[src/rtl/line_sp_list.sv]
// Per-scanline sprite list: captures OAM scan hits in mode 2 and presents X matches to the fetcher in mode 3.
// Optional LINE_SP_LIST_DROP_CNT_EN adds a per-line count of dropped hits.
module line_sp_list #(
    parameter int MAX_SPRITES = 10,
    parameter int CNT_W       = 4
) (
    input  logic             clk,
    input  logic             reset_n,
    input  logic             sp_enable,
    input  logic [1:0]       mode,
    input  logic             line_sp_list_write,
    input  logic [5:0]       sp_num,
    input  logic [3:0]       fine_y,
    input  logic [7:0]       sp_x,
    input  logic [7:0]       lx,
    input  logic             sp_fetch_done,
    output logic             sp_fetch_req,
    output logic [5:0]       sp_fetch_num,
    output logic [3:0]       sp_fetch_fine_y,
    output logic [CNT_W-1:0] sp_count,
    output logic             sp_overflow
`ifdef LINE_SP_LIST_DROP_CNT_EN
    ,
    output logic [5:0]       drop_count
`endif
);

    localparam logic [CNT_W-1:0] LP_MAX    = CNT_W'(MAX_SPRITES);
    localparam logic [1:0]       MODE_OAM  = 2'd2;
    localparam logic [1:0]       MODE_XFER = 2'd3;

    logic [5:0]             r_num [MAX_SPRITES];
    logic [3:0]             r_fy  [MAX_SPRITES];
    logic [7:0]             r_x   [MAX_SPRITES];
    logic [MAX_SPRITES-1:0] r_valid;
    logic [CNT_W-1:0]       r_count;
    logic                   r_ovf;
    logic [1:0]             r_mode_prev;

    logic                   w_clear;
    logic [CNT_W-1:0]       w_base;
    logic                   w_wr_ok;
    logic                   w_wr_drop;
    logic [MAX_SPRITES-1:0] w_match;
    logic [CNT_W-1:0]       w_sel;
    logic [5:0]             w_hit_num;
    logic [3:0]             w_hit_fy;

    // A clear on the same cycle as a write means the write lands at entry 0.
    assign w_clear   = (mode == MODE_OAM) && (r_mode_prev != MODE_OAM);
    assign w_base    = w_clear ? '0 : r_count;
    assign w_wr_ok   = line_sp_list_write && (mode == MODE_OAM) && (w_base < LP_MAX);
    assign w_wr_drop = line_sp_list_write && (mode == MODE_OAM) && (w_base >= LP_MAX);

    // Descending scan so the lowest-index match (OAM order) wins.
    always_comb begin
        w_match   = '0;
        w_sel     = '0;
        w_hit_num = '0;
        w_hit_fy  = '0;
        for (int i = 0; i < MAX_SPRITES; i++) begin
            w_match[i] = r_valid[i] && (r_x[i] == lx) && (r_x[i] != 8'd0)
                         && (mode == MODE_XFER) && sp_enable;
        end
        for (int i = MAX_SPRITES - 1; i >= 0; i--) begin
            if (w_match[i]) begin
                w_sel     = CNT_W'(i);
                w_hit_num = r_num[i];
                w_hit_fy  = r_fy[i];
            end
        end
    end

    assign sp_fetch_req    = |w_match;
    assign sp_fetch_num    = w_hit_num;
    assign sp_fetch_fine_y = w_hit_fy;
    assign sp_count        = r_count;
    assign sp_overflow     = r_ovf;

    always_ff @(posedge clk or negedge reset_n) begin
        if (!reset_n) begin
            r_valid     <= '0;
            r_count     <= '0;
            r_ovf       <= 1'b0;
            r_mode_prev <= 2'd0;
        end else begin
            r_mode_prev <= mode;
            if (w_clear) begin
                r_valid <= '0;
            end else if (sp_fetch_done && sp_fetch_req) begin
                r_valid[w_sel] <= 1'b0;
            end
            if (w_wr_ok) begin
                r_valid[w_base] <= 1'b1;
            end
            r_count <= w_wr_ok ? (w_base + 1'b1) : w_base;
            r_ovf   <= w_clear ? 1'b0 : (r_ovf | w_wr_drop);
        end
    end

    always_ff @(posedge clk or negedge reset_n) begin
        if (!reset_n) begin
            for (int i = 0; i < MAX_SPRITES; i++) begin
                r_num[i] <= '0;
                r_fy[i]  <= '0;
                r_x[i]   <= '0;
            end
        end else begin
            for (int i = 0; i < MAX_SPRITES; i++) begin
                if (w_wr_ok && (w_base == CNT_W'(i))) begin
                    r_num[i] <= sp_num;
                    r_fy[i]  <= fine_y;
                    r_x[i]   <= sp_x;
                end
            end
        end
    end

`ifdef LINE_SP_LIST_DROP_CNT_EN
    logic [5:0] r_drop;

    always_ff @(posedge clk or negedge reset_n) begin
        if (!reset_n) begin
            r_drop <= '0;
        end else if (w_clear) begin
            r_drop <= '0;
        end else if (w_wr_drop && (r_drop != 6'd63)) begin
            r_drop <= r_drop + 6'd1;
        end
    end

    assign drop_count = r_drop;
`endif

endmodule

[config.mk]
export PLATFORM = sky130hd
export DESIGN_NAME = line_sp_list
export DESIGN_NICKNAME = d
export VERILOG_FILES = /design/src/rtl/line_sp_list.sv
export SDC_FILE = /design/constraint.sdc
export NUM_CORES = 1
export LEC_CHECK = 0
export CAP_MARGIN = 10
export CORE_ASPECT_RATIO = 0.75
export CORE_MARGIN = 2
export CORE_UTILIZATION = 60
export DETAILED_ROUTE_END_ITERATION = 7
export HOLD_SLACK_MARGIN = 0.12
export PLACE_DENSITY = 0.78
export SYNTH_ARGS = -nofsm -noshare
export SYNTH_HDL_FRONTEND = slang
export SYNTH_SLANG_ARGS = --single-unit
[constraint.sdc]
create_clock -name clk -period 5.8 [get_ports clk]
set_input_delay 1.16 -clock clk [delete_from_list [all_inputs] [get_ports clk]]
set_output_delay 1.16 -clock clk [all_outputs]
set_load 0.1 [all_outputs]
==> reports/metrics.csv, run 1 <==
metric;value;unit
FF-to-FF Start;r_mode_prev[1];
fin util;0.703;
RSZ-0062 raised after global routing;false;
setup_tns;0;ns
Initial DRT Pass Iterations;5;
Synth area leader;dfrtp_1;
Synth Cell Area;9890;sq um
vias per cell;6.42;
clock latency on the worst-skew pair;0.45;ns
largest net degree at the start of global routing;99;
H-tree levels;4;
vias in the first global route;7016;
DR WL/cell;23.5;um
total CTS buffers;17;
wire length of the first global-routing pass;39700;um
Synth top cells by count;dfrtp_1 (197), mux2_2 (181), nand2_1 (70), xnor2_1 (67), nor2_1 (35);
initial DRC count;534;
worst-margin pin slew;1.08;ns
peak fanout along the critical path;12;
# IOs;49;
Die Y;115;um
initial antenna violation count;0;
status;finished, final reports clean;
Final min period;5.67;ns
sequential cell area fraction in the yosys report;0.498;
FF-to-FF path depth;6;
f_max;176;MHz
DR top layer;met4;
CTS Sinks;197;
fill cell count;1081;
Final Setup Violations;0;
Worst setup startpoint;lx[6];
asr flop ratio synth;1.00;
core area;16100;sq um
n_diodes;0;
RR Endpoint;r_num[12];
met2 WL post-DR;11600;um
post-route DRC violation count;0;
CP max stage delay;0.65;ns
WL met1;11400;um
setup ws final;0.126;ns
# Post-CTS Setup Buffers;0;
Routed Antenna Nets;0;
Reg clk slew, reported paths;0.07;ns
Netlist cell types;59;
Yosys top cell area share;0.498;
routability cong.;0.921;
vias after detailed routing;6935;
Total Routing Usage GR;0.297;
Hold Fails Final Rpt;0;
Area growth syn-to-layout;14.2;%
Power Density;294;nW/um^2
CTS tree;done;
Warnings, synthesis;0;
Worst Hold End;r_num[43];
Starting Density;0.616;
root buf cell;clkbuf_16;
Hold Crit Depth;1;
die width;152;um
Startpoint Class;input port;
Tcrit/Tclk final;0.978;
CTS max path bufs;2;
synth top area cells;dfrtp_1 (50%), mux2_2 (21%), xnor2_1 (5.9%);
Slew Limit Fails;0;
total die area;17500;sq um
placed inst area;10700;sq um
Post-CTS Resized;0;
num rows;40;
fin nets;895;
Hold Startpoint;r_num[43];
Leak Pwr;5.20;nW
Worst Clk Skew;0.0132;ns
slowest CP cell;nor2_1;
ratio of cells with drive above 1 in the final layout;0.317;
DP Worst Slack;0.272;ns
CTS Hold Bufs;0;
WP buf/inv;2;
Syn Inst Count;822;
Total Wirelength;25400;um
maximum resistive drop on vdd;167;uV
R2R setup slack;2.53;ns
number of flops mapped to enable cells by yosys;0;
met3 WL post-DR;1860;um
CP top delay family;compound AO/OA/AOI/OAI gates;
IO buf count;48;
Slew headroom;0.283;
final design area excluding fillers;11300;sq um
total grt overflow;0;
critical path class;input port to output pin;
WP data required;4.64;ns
most frequent cell after synthesis;dfrtp_1;
Critical Path AT;4.51;ns
Detail Placement HPWL;16900;um
syn nets;859;
Max-Cap Viols;0;
Synth Flop Type;dfrtp_1;
Yosys reg bits;197;
crit-path cells;clkdlybuf4s50_1 > nor3_1 > a21oi_1 > mux2i_1 > nor3_4 > nor2_1 > a221oi_1 > a2bb2oi_1 > o41ai_1 > buf_12;
crit path capture type;output pin;
synthesized area per cell;12.0;sq um
Design Power;3.32;mW
Min-Delay Path Class;register to register;
## routing by layer
metal / vias to the layer above / global-route usage
li1: 3019 / -
met1: 3560 / 0.429
met2: 306 / 0.456
met3: 50 / 0.0667
met4: 0 / 0.0879
met5: - / 0
## report_power, final
part           switching (mW)  internal (mW)  leakage (nW)
logic                   0.215          0.227          2.25
clock network           0.540          0.698         0.294
registers               0.113           1.53          2.66
total                   0.867           2.46          5.20
## layout make-up
type | count | area (sq um) | area share
inverters | 8 | 30.0 | 0.00266
multi-input cells | 559 | 4660 | 0.412
clock buffers | 19 | 443 | 0.0392
flip-flops and latches | 197 | 4930 | 0.436
repair buffers | 75 | 805 | 0.0712
well taps | 210 | 263 | 0.0233
clock inverters | 13 | 171 | 0.0152
## cells by family (layout without fill, tap and decap cells)
group,count (synthesis),count (layout),synth area share
DFF,197,197,0.498
muxes,192,192,0.217
buffers and inverters,66,115,0.0328
xor gates and xnor gates,72,72,0.0645
AOI/OAI and AO/OA,93,93,0.0813
and+or+nand+nor,198,198,0.101
adders and majority gates,4,4,0.00506
## flip-flops by register name, indices dropped and copies added (netlist names)
name         flops
r_x             80
r_mode_prev      2
sp_overflow      1
r_valid         10
sp_count         4
r_fy            40
r_num           60
## metrics by stage
step / hold WS (ns) / instances
3_5_place_dp: 0.487 / 1048
2_1_floorplan: 0.467 / 822
3_3_place_gp: 0.479 / 1048
4_1_cts: 0.503 / 1080
5_1_grt: 0.521 / 1081
6_report: 0.502 / 1081
## cells in the final DEF (no fill, tap or decap), types with 11 or more instances in the layout
cell / count
nand2_1: 70
mux2i_1: 11
mux2_2: 181
a31oi_1: 20
buf_4: 26
dfrtp_1: 197
clkbuf_16: 17
nor3_1: 12
nand3_1: 21
buf_12: 11
nor2_1: 35
xnor2_1: 67
nand4_1: 15
clkdlybuf4s50_1: 36
## worst max-delay path by stage
stage / endpoint / slack, ns / cells past startpoint
final: sp_fetch_fine_y[3] / 0.13 / 10
after CTS: sp_fetch_num[2] / 0.23 / 10
after floorplan: sp_fetch_fine_y[0] / -1.07 / 7
after global placement: sp_fetch_num[0] / 0.29 / 12
after detailed placement: sp_fetch_num[1] / 0.27 / 12
after global routing: sp_fetch_num[2] / 0.03 / 10
No activity file was read; power rests on OpenSTA's default activity.
==> inputs of run 2 (changes only) <==
CTS_BUF_LIST = sky130_fd_sc_hd__clkbuf_16   (was unset)
CTS_CLUSTER_DIAMETER = 100   (was unset)
==> reports/metrics.csv, run 2 (synthesis gave the netlist of run 1 again) <==
metric;value;unit;change
status;finished, final reports clean;;
CTS tree;done;;
slowest CP cell;nor2_1;;
WP buf/inv;2;;unchanged
post-route DRC violation count;0;;unchanged
initial DRC count;600;;+12%
Reg clk slew, reported paths;0.07;ns;about the same
total CTS buffers;17;;unchanged
fill cell count;1078;;-0.28%
Initial DRT Pass Iterations;5;;unchanged
H-tree levels;4;;unchanged
Final min period;5.71;ns;+0.0405 ns
Detail Placement HPWL;16900;um;unchanged
Routed Antenna Nets;0;;unchanged
final design area excluding fillers;11300;sq um;about the same
core area;16100;sq um;unchanged
Hold Fails Final Rpt;0;;unchanged
Die Y;115;um;unchanged
Max-Cap Viols;0;;unchanged
Worst Clk Skew;0.0116;ns;-0.00166 ns
Starting Density;0.616;;unchanged
CTS Sinks;197;;unchanged
total grt overflow;0;;unchanged
placed cells;1048;;unchanged
commonest non-fill, non-tap cell in the layout;dfrtp_1;;
vias after detailed routing;6951;;+0.23%
Post-CTS Resized;0;;unchanged
Total Wirelength;25400;um;+0.30%
worst-margin pin slew;1.08;ns;+0.00260 ns
f_max;175;MHz;-0.71%
most frequent cells in the layout;dfrtp_1 (197), mux2_2 (181), nand2_1 (70);;
CTS Hold Bufs;0;;unchanged
num rows;40;;unchanged
largest net degree at the start of global routing;99;;unchanged
CP top delay family;compound AO/OA/AOI/OAI gates;;
setup ws final;0.0855;ns;-0.0405 ns
wire length of the first global-routing pass;39900;um;+0.49%
Area growth syn-to-layout;14.1;%;about the same
critical path class;input port to output pin;;
root buf cell;clkbuf_16;;
max reg flops;80;;unchanged
DP Worst Slack;0.272;ns;unchanged
Startpoint Class;input port;;
peak fanout along the critical path;12;;unchanged
Min-Delay Path Class;register to register;;
setup_tns;0;ns;unchanged
# Post-CTS Setup Buffers;0;;unchanged
die width;152;um;unchanged
# IOs;49;;unchanged
fin nets;895;;unchanged
CTS max path bufs;2;;unchanged
n_diodes;0;;unchanged
ratio of cells with drive above 1 in the final layout;0.316;;-0.00115
total die area;17500;sq um;unchanged
Slew Limit Fails;0;;unchanged
DR WL/cell;23.5;um;+0.30%
Final Setup Violations;0;;unchanged
Tcrit/Tclk final;0.985;;+0.00699
Slew headroom;0.281;;-0.00174
routability cong.;0.921;;unchanged
CP max stage delay;0.67;ns;+0.02 ns
Leak Pwr;5.20;nW;about the same
WP data required;4.64;ns;about the same
Design Power;3.30;mW;-0.59%
Top Registers;r_x (80), r_num (60), r_fy (40);;
crit path capture type;output pin;;
vias in the first global route;7043;;+0.38%
Critical Path AT;4.55;ns;+0.04 ns
placed inst area;10700;sq um;unchanged
crit-path cells;clkdlybuf4s50_1 > nor3_1 > a21oi_1 > mux2i_1 > nor3_4 > nor2_1 > a221oi_1 > a2bb2oi_1 > o41ai_1 > buf_12;;
initial antenna violation count;0;;unchanged
clock latency on the worst-skew pair;0.44;ns;about the same
largest reg by FF count;r_x;;
vias per cell;6.43;;+0.23%
Power Density;293;nW/um^2;-0.50%
non-filler cells, final;1081;;unchanged
maximum resistive drop on vdd;169;uV;+1.2%
IO buf count;48;;unchanged
Total Routing Usage GR;0.298;;+0.00142
RSZ-0062 raised after global routing;false;;
-- run 2: cell count changes in the layout (fill, tap and decap cells not counted), sizes merged --
cell	delta
clkbuf	-2
clkinv	+1
inv	+1
-- run 2: layout make-up --
class	instances	area (sq um)	share of cell area
Tap cell	210	263	0.0233
Inverter	8	30.0	0.00266
Multi-Input combinational cell	559	4660	0.412
Clock buffer	17	425	0.0377
Sequential cell	197	4930	0.437
Clock inverter	15	179	0.0159
Timing Repair Buffer	75	805	0.0713
-- run 2: where the power goes --
group / switching [mW] / internal, mW
clock network: 0.535 / 0.683
logic: 0.215 / 0.227
registers: 0.113 / 1.53
total: 0.862 / 2.44
-- run 2: worst paths after layout --
check	from	end	slack, ns	cells past startpoint
setup / recovery	lx[6]	sp_fetch_fine_y[3]	0.09	10
hold / removal	r_num[43]	r_num[43]	0.50	1
setup reg to reg	r_x[68]	r_valid[9]	2.52	8
hold reg to reg	r_num[43]	r_num[43]	0.50	1
max in group asynchronous	reset_n	r_x[72]	3.73	2
min in group asynchronous	reset_n	r_x[2]	0.80	1
-- run 2: stage by stage --
step            util  hold WS, ns
2_1_floorplan      -        0.467
3_3_place_gp   0.664        0.479
3_5_place_dp   0.664        0.487
4_1_cts        0.702        0.503
5_1_grt        0.703        0.521
6_report       0.703        0.500
-- run 2: layer usage --
metal	vias to the layer above	track usage	share of wire
met1	3579	0.431	0.45
met3	33	0.0705	0.079
li1	3021	-	-
met4	0	0.0804	0.014
met2	318	0.460	0.46
met5	-	0	0
==> inputs of run 3 (changes only) <==
SETUP_SLACK_MARGIN = 0.1   (was unset)
==> reports/metrics.csv, run 3 (synthesis gave the netlist of run 1 again) <==
metric;value;unit;change
status;finished, final reports clean;;
crit path capture type;output pin;;
fin nets;895;;unchanged
Slew Limit Fails;0;;unchanged
die width;152;um;unchanged
Die Y;115;um;unchanged
Worst Hold End;r_num[43];;
Sw Ratio;0.260;;-0.000434
total CTS buffers;17;;unchanged
initial DRC count;590;;-1.7%
Final min period;5.62;ns;-0.0933 ns
Switch Pwr;860;uW;-0.23%
CTS Hold Bufs;0;;unchanged
Detail Placement HPWL;16900;um;unchanged
# IOs;49;;unchanged
CTS max path bufs;2;;unchanged
routability cong.;0.921;;unchanged
most frequent cells in the layout;dfrtp_1 (197), mux2_2 (181), nand2_1 (70);;
maximum resistive drop on vdd;169;uV;-0.10%
Hold Startpoint;r_num[43];;
worst-margin pin slew;1.07;ns;-0.00743 ns
internal power;2.44;mW;about the same
initial antenna violation count;0;;unchanged
FF-to-FF path depth;8;;unchanged
Design Power;3.30;mW;about the same
Total Routing Usage GR;0.298;;unchanged
slowest CP cell;o41ai_1;;
max reg flops;80;;unchanged
Max-Cap Viols;0;;unchanged
commonest non-fill, non-tap cell in the layout;dfrtp_1;;
Starting Density;0.616;;unchanged
Hold WS;0.499;ns;-0.000888 ns
core area;16100;sq um;unchanged
Initial DRT Pass Iterations;5;;unchanged
Post-CTS Resized;0;;unchanged
crit-path cells;clkdlybuf4s50_1 > buf_4 > or4_1 > o211ai_2 > nor3_4 > or3_1 > o41ai_1 > buf_12;;
vias per cell;6.41;;-0.33%
CTS Sinks;197;;unchanged
Routed Antenna Nets;0;;unchanged
Critical Path AT;4.46;ns;-0.09 ns
root buf cell;clkbuf_16;;
RSZ-0062 raised after global routing;true;;
Area growth syn-to-layout;14.3;%;
vias after detailed routing;6928;;-0.33%
IO buf count;48;;unchanged
Leak Pwr;5.21;nW;+0.20%
DR WL/cell;23.5;um;-0.23%
Reg clk slew, reported paths;0.07;ns;about the same
CP max stage delay;0.79;ns;+0.12 ns
vias in the first global route;7043;;unchanged
f_max;178;MHz;+1.7%
post-route DRC violation count;0;;unchanged
Total Wirelength;25400;um;-0.23%
Clk pwr share;0.368;;about the same
Hold Crit Depth;1;;unchanged
peak fanout along the critical path;9;;-3
CTS tree;done;;
total die area;17500;sq um;unchanged
WP buf/inv;3;;+1
Final Setup Violations;0;;unchanged
num rows;40;;unchanged
largest net degree at the start of global routing;99;;unchanged
R2R setup slack;2.52;ns;about the same
Worst Clk Skew;0.0123;ns;+0.000753 ns
Power Density;292;nW/um^2;-0.19%
# Post-CTS Setup Buffers;0;;unchanged
n_diodes;0;;unchanged
Seq pwr share;0.498;;about the same
Startpoint Class;input port;;
Hold Fails Final Rpt;0;;unchanged
Slew headroom;0.286;;+0.00495
clock latency on the worst-skew pair;0.44;ns;about the same
Min-Delay Path Class;register to register;;
CP top delay family;simple AND/OR/NAND/NOR gates;;
largest reg by FF count;r_x;;
FF-to-FF Start;r_x[68];;
WP data required;4.64;ns;about the same
critical path class;input port to output pin;;
Stages on worst setup path;8;;-2
ratio of cells with drive above 1 in the final layout;0.317;;+0.00115
H-tree levels;4;;unchanged
wire length of the first global-routing pass;39900;um;unchanged
Tcrit/Tclk final;0.969;;-0.0161
RR Endpoint;r_valid[9];;
total grt overflow;0;;unchanged
setup_tns;0;ns;unchanged
Top Registers;r_x (80), r_num (60), r_fy (40);;
Logic pwr share;0.134;;about the same
run 3: cell types whose count changed in the layout (fill, tap and decap cells not counted):
cell    delta
nor3_2     -2
nor2_2     +1
nor3_4     +2
nor2_1     -1
run 3: power by group through the flow:
stage          Combinational, mW  Clock (mW)  Sequential [mW]
6_report                   0.443        1.22             1.64
5_1_grt                    0.478        1.28             1.66
4_1_cts                    0.441        1.23             1.64
3_5_place_dp               0.438           0             1.67
3_3_place_gp               0.414           0             1.65
2_1_floorplan              0.295           0             1.65
run 3: cell type report:
class / count / area, sq um
flip-flops and latches: 197 / 4930
fillers: 1074 / 4760
multi-input cells: 559 / 4670
repair buffers: 75 / 805
clock buffers: 17 / 425
well taps: 210 / 263
clock inverters: 15 / 179
inverters: 8 / 30.0
run 3: how the worst max path moves through the flow:
stage | from | to | slack [ns]
6_report | lx[4] | sp_fetch_fine_y[3] | 0.18
5_1_grt | mode[0] | sp_fetch_num[2] | 0.1
4_1_cts | lx[6] | sp_fetch_num[2] | 0.20
3_5_place_dp | lx[4] | sp_fetch_num[1] | 0.27
3_3_place_gp | lx[4] | sp_fetch_num[0] | 0.29
2_1_floorplan | lx[4] | sp_fetch_fine_y[0] | -1.07
run 3: stage by stage:
step,area [sq um],instances,util,setup slack [ns]
after global routing,11300,1081,0.704,0.0976
after global placement,10700,1048,0.664,0.287
after detailed placement,10700,1048,0.664,0.272
after CTS,11300,1080,0.702,0.199
after floorplan,9900,822,-,-1.07
final,11300,1081,0.704,0.179
run 3: metal layers:
layer	wire length [um]	global-route usage
met1	11400	0.431
met2	11700	0.460
met3	1910	0.0705
met4	352	0.0804
met5	0	0
